--- src/rtl/regfile_wb_arbiter.sv ---
// Round-robin writeback arbiter for the register file's single write port.
// It registers the granted result onto we/wn/d and tracks pending writes for RAW checks.
module regfile_wb_arbiter #(
  parameter int CNT_W = 16
) (
  input  logic             clk,
  input  logic             clrn,
  input  logic             a_valid,
  input  logic [4:0]       a_rd,
  input  logic [31:0]      a_data,
  output logic             a_ready,
  input  logic             b_valid,
  input  logic [4:0]       b_rd,
  input  logic [31:0]      b_data,
  output logic             b_ready,
  input  logic             alloc_valid,
  input  logic [4:0]       alloc_rd,
  output logic             we,
  output logic [4:0]       wn,
  output logic [31:0]      d,
  output logic [31:0]      busy,
  output logic [CNT_W-1:0] wb_count
);

  logic        last_grant_b_reg;
  logic        grant_a;
  logic        grant_b;
  logic [4:0]  sel_rd;
  logic [31:0] sel_data;
  logic [31:0] busy_next;

  // On conflict the source that did not win last time gets the port.
  always_comb begin
    grant_a = 1'b0;
    grant_b = 1'b0;
    if (clrn) begin
      if (a_valid && (!b_valid || last_grant_b_reg))
        grant_a = 1'b1;
      else if (b_valid)
        grant_b = 1'b1;
    end
  end

  assign a_ready = grant_a;
  assign b_ready = grant_b;

  always_comb begin
    sel_rd   = b_rd;
    sel_data = b_data;
    if (grant_a) begin
      sel_rd   = a_rd;
      sel_data = a_data;
    end
  end

  // A fresh allocation beats the commit clearing the same register.
  assign busy_next[0] = 1'b0;
  genvar gi;
  generate
    for (gi = 1; gi < 32; gi++) begin : g_busy
      logic set_hit;
      logic clr_hit;
      assign set_hit       = alloc_valid && (alloc_rd == 5'(gi));
      assign clr_hit       = we && (wn == 5'(gi));
      assign busy_next[gi] = set_hit || (busy[gi] && !clr_hit);
    end
  endgenerate

  always_ff @(posedge clk or negedge clrn) begin
    if (!clrn) begin
      last_grant_b_reg <= 1'b1;
      we               <= 1'b0;
      wn               <= 5'd0;
      d                <= 32'd0;
      busy             <= 32'd0;
      wb_count         <= '0;
    end else begin
      busy <= busy_next;
      if (we)
        wb_count <= wb_count + CNT_W'(1);
      if (grant_a || grant_b) begin
        last_grant_b_reg <= grant_b;
        we               <= (sel_rd != 5'd0);
        wn               <= sel_rd;
        d                <= sel_data;
      end else begin
        we <= 1'b0;
      end
    end
  end

endmodule
--- config.mk ---
export PLATFORM = sky130hd
export DESIGN_NAME = regfile_wb_arbiter
export DESIGN_NICKNAME = d
export VERILOG_FILES = /design/src/rtl/regfile_wb_arbiter.sv
export SDC_FILE = /design/constraint.sdc
export NUM_CORES = 1
export LEC_CHECK = 0
export CAP_MARGIN = 20
export CORE_MARGIN = 4
export CORE_UTILIZATION = 29
export CTS_BUF_LIST = sky130_fd_sc_hd__clkbuf_4 sky130_fd_sc_hd__clkbuf_8 sky130_fd_sc_hd__clkbuf_16
export DETAILED_ROUTE_END_ITERATION = 10
export GPL_TIMING_DRIVEN = 0
export MAX_ROUTING_LAYER = met4
export PLACE_DENSITY = 0.59
export RECOVER_POWER = 50
export REMOVE_ABC_BUFFERS = 1
export SYNTH_ARGS = -nofsm -noshare
export SYNTH_HDL_FRONTEND = slang
export SYNTH_SLANG_ARGS = --single-unit
--- constraint.sdc ---
create_clock -name clk -period 4.05 [get_ports clk]
set_clock_uncertainty 0.05 [all_clocks]
set_input_delay 1.215 -clock clk [delete_from_list [all_inputs] [get_ports clk]]
set_output_delay 1.215 -clock clk [all_outputs]
set_load 0.02 [all_outputs]
==> impl_metrics.env <==
export IMPL_yosysTopAreaCell="dfrtp_1"
export IMPL_path_depth=5
export IMPL_drive_above_1_share=0.0543
export IMPL_whs_path_depth=1
export IMPL_num_antenna_cells=0
export IMPL_worst_slew_pin_slew_ps=1250
export IMPL_setup_viol=0
export IMPL_ys_warn_count=0
export IMPL_io_pins=172
export IMPL_die_y_um=122
export IMPL_power_frac_comb=0.331
export IMPL_switching_share=0.319
export IMPL_async_flop_share=1.00
export IMPL_synth_cell_types=36
export IMPL_worst_r2r_cell_count=4
export IMPL_p_switching_mw=1.03
export IMPL_syn_inst=398
export IMPL_relSlewSlack=0.168
export IMPL_worstSetupEndpointType="output pin"
export IMPL_crit_fanout=8
export IMPL_largest_register="d"
export IMPL_fin_nets=651
export IMPL_htree_levels=3
export IMPL_path_class="input pin to output pin"
export IMPL_firstDrtPassIters=4
export IMPL_drt_initial_drc_count=165
export IMPL_p_leak_nw=2.43
export IMPL_stdcell_count=743
export IMPL_path_cells="clkdlybuf4s50_1, and2_4, nand2_2, inv_1, clkdlybuf4s50_1"
export IMPL_min_period_ps=4010
export IMPL_area_growth_pct=59.2
export IMPL_num_vias=3559
export IMPL_cts_tree="yes"
export IMPL_maxClockFrequency_ghz=0.249
export IMPL_drv_cap=0
export IMPL_ys_top_cells_by_area="dfrtp_1, o21ai_0, nand2_1"
export IMPL_hold_buffers=0
export IMPL_clkSinkCount=86
export IMPL_status="finished, final reports clean"
export IMPL_hold_violations=0
export IMPL_critPathMaxStageDelay_ps=600
export IMPL_largest_reg_flops=32
export IMPL_crit_required_ps=2780
export IMPL_timing_final_max_slew_violations=0
export IMPL_die_area_um2=15000
export IMPL_grt_pass1_wl_mm=18.7
export IMPL_slowest_stage="clkdlybuf4s50_1"
export IMPL_root_buffer="clkbuf_16"
export IMPL_wl_per_cell_um=16.1
export IMPL_clockBufferDepth=2
export IMPL_cp_num_buf_inv=3
export IMPL_synth_area_per_cell_um2=9.55
export IMPL_fin_util=0.476
export IMPL_place_congestion=0.856
export IMPL_grt_pass1_vias=3654
export IMPL_p_seq_frac=0.377
export IMPL_path_clk_slew_ps=60
export IMPL_postPlaceCellArea_um2=5700
export IMPL_port_buffers=170
export IMPL_drc=0
export IMPL_track_usage=0.167
export IMPL_reg_top3="d (32), busy (31), wb_count (16)"
export IMPL_ys_flop_type="dfrtp_1"
export IMPL_synth_top_area_frac=0.560
export IMPL_clk_latency_ps=340
export IMPL_antenna_found_initial=0
export IMPL_ir_worst_vdd_mv=0.212
export IMPL_power_frac_clock=0.291
export IMPL_grt_max_degree=51
export IMPL_netlist_area_um2=3800
export IMPL_core_rowCount=41
export IMPL_ant_nets=0
export IMPL_die_x_um=122
export IMPL_hp_class="flip-flop to flip-flop"
export IMPL_dp_cells=725
export IMPL_ys_ff_latch=86
export IMPL_cp_top_family="buffers and inverters"
export IMPL_arrival_ps=2750
export IMPL_path_common_cell="clkdlybuf4s50_1"
export IMPL_core_area_um2=12700
export IMPL_finalCritPeriodShare=0.990
export IMPL_synth_seq_area_share=0.567
export IMPL_synth_enable_flop_cells=0
export IMPL_start_util=0.299
export IMPL_power_density_nw_per_um2=533
export IMPL_rsz0062_at_grt="false"
export IMPL_overflow=0
export IMPL_worstSetupStartpointType="input pin"
export IMPL_p_int_mw=2.20
export IMPL_routed_wl_mm=11.9
export IMPL_routed_via_density=4.79
export IMPL_numCtsBuffers=9
export IMPL_dp_hpwl_mm=8.92
export IMPL_fin_area_um2=6050
-- layout make-up --
class / instances / area [µm²]
Fill cell: 1239 / 6670
Clock inverter: 7 / 113
Multi-Input combinational cell: 289 / 1530
Sequential cell: 86 / 2150
Clock buffer: 9 / 225
Inverter: 5 / 20.0
Timing Repair Buffer: 175 / 1800
Tap cell: 172 / 215
-- per-layer routing --
layer / up-vias / GRT usage / part of all wire
met5: - / - / 0
met4: 0 / 0.0686 / 0.024
met3: 19 / 0.0479 / 0.077
met2: 155 / 0.252 / 0.45
met1: 1672 / 0.210 / 0.45
li1: 1713 / - / -
-- cell usage after synthesis (2+ instances only) --
cell type,number
nor2_1,48
o32ai_1,7
inv_1,4
or2_2,4
a21oi_1,2
nand2b_1,9
nand3_1,4
nand4_1,7
buf_2,4
nand4b_1,4
mux2i_1,5
xor2_1,4
or4_1,2
clkbuf_1,10
buf_4,2
nand2_1,72
nor2b_1,2
xnor2_1,11
a31oi_1,25
dfrtp_1,85
nand3b_1,3
o21ai_0,70
-- timing repair --
action,4_1_cts,5_1_grt
endpoints found under the setup margin,2,0
resized for setup,9,0
setup buffers,1,0
-- layout by cell type, fill, tap and decap left out, types with 2 or more instances in the layout --
cell               n
nor2_1            48
mux2i_1            5
nand4b_1           4
clkbuf_16          9
bufinv_16          3
nand4_1            8
buf_12             2
clkdlybuf4s50_1  166
nor2b_1            2
o21ai_0           70
a21oi_1            2
a31oi_1           25
o32ai_1            7
nand2_1           71
xor2_1             4
nand3_1            4
or2_2              4
inv_1              4
clkinv_2           4
xnor2_1           11
nand3b_1           3
or4_1              2
dlygate4sd3_1      2
buf_16             2
nand2b_1           9
dfrtp_1           85
-- cell families after synthesis --
kind of cell / after synthesis / synth area share
and+or+nand+nor: 161 / 0.196
AOI/OAI and AO/OA: 105 / 0.154
DFF: 86 / 0.567
buffers and inverters: 23 / 0.0280
xor gates and xnor gates: 15 / 0.0346
muxes: 6 / 0.0161
adders and majority gates: 1 / 0.00329
other: 1 / 0.000987
-- path summary, 6_finish.rpt --
check                                         startpoint                        to  slack, ps
worst max-delay path                             b_valid                   b_ready         40
worst min register to register  wb_count[15]$_DFFE_PN0P_  wb_count[15]$_DFFE_PN0P_        430
worst max register to register              we$_DFF_PN0_  wb_count[15]$_DFFE_PN0P_       2080
worst min-delay path            wb_count[15]$_DFFE_PN0P_  wb_count[15]$_DFFE_PN0P_        430
max in group asynchronous                           clrn  wb_count[14]$_DFFE_PN0P_       1820
min in group asynchronous                           clrn   wb_count[2]$_DFFE_PN0P_        680
-- power groups by stage --
| stage | combinational (mW) | clock [mW] | sequential [mW] |
|---|---|---|---|
| CTS | 1.09 | 0.969 | 1.23 |
| global route | 1.15 | 1.00 | 1.25 |
| finish | 1.07 | 0.940 | 1.22 |
| global placement | 1.06 | 0 | 1.24 |
| floorplan | 0.234 | 0 | 1.46 |
| detailed placement | 1.08 | 0 | 1.24 |
-- per-stage QoR --
step / TNS (ps) / setup WS (ps) / hold slack, ps / power, mW
after floorplan: -205 / -205 / 412 / 1.69
after global placement: -272760 / -4940 / 413 / 2.30
after detailed placement: -1520 / -911 / 427 / 2.32
after CTS: 0 / 60.1 / 436 / 3.29
after global routing: 0 / 5.38 / 466 / 3.40
final: 0 / 39.6 / 428 / 3.23
Power figures use the tool's default switching activity.
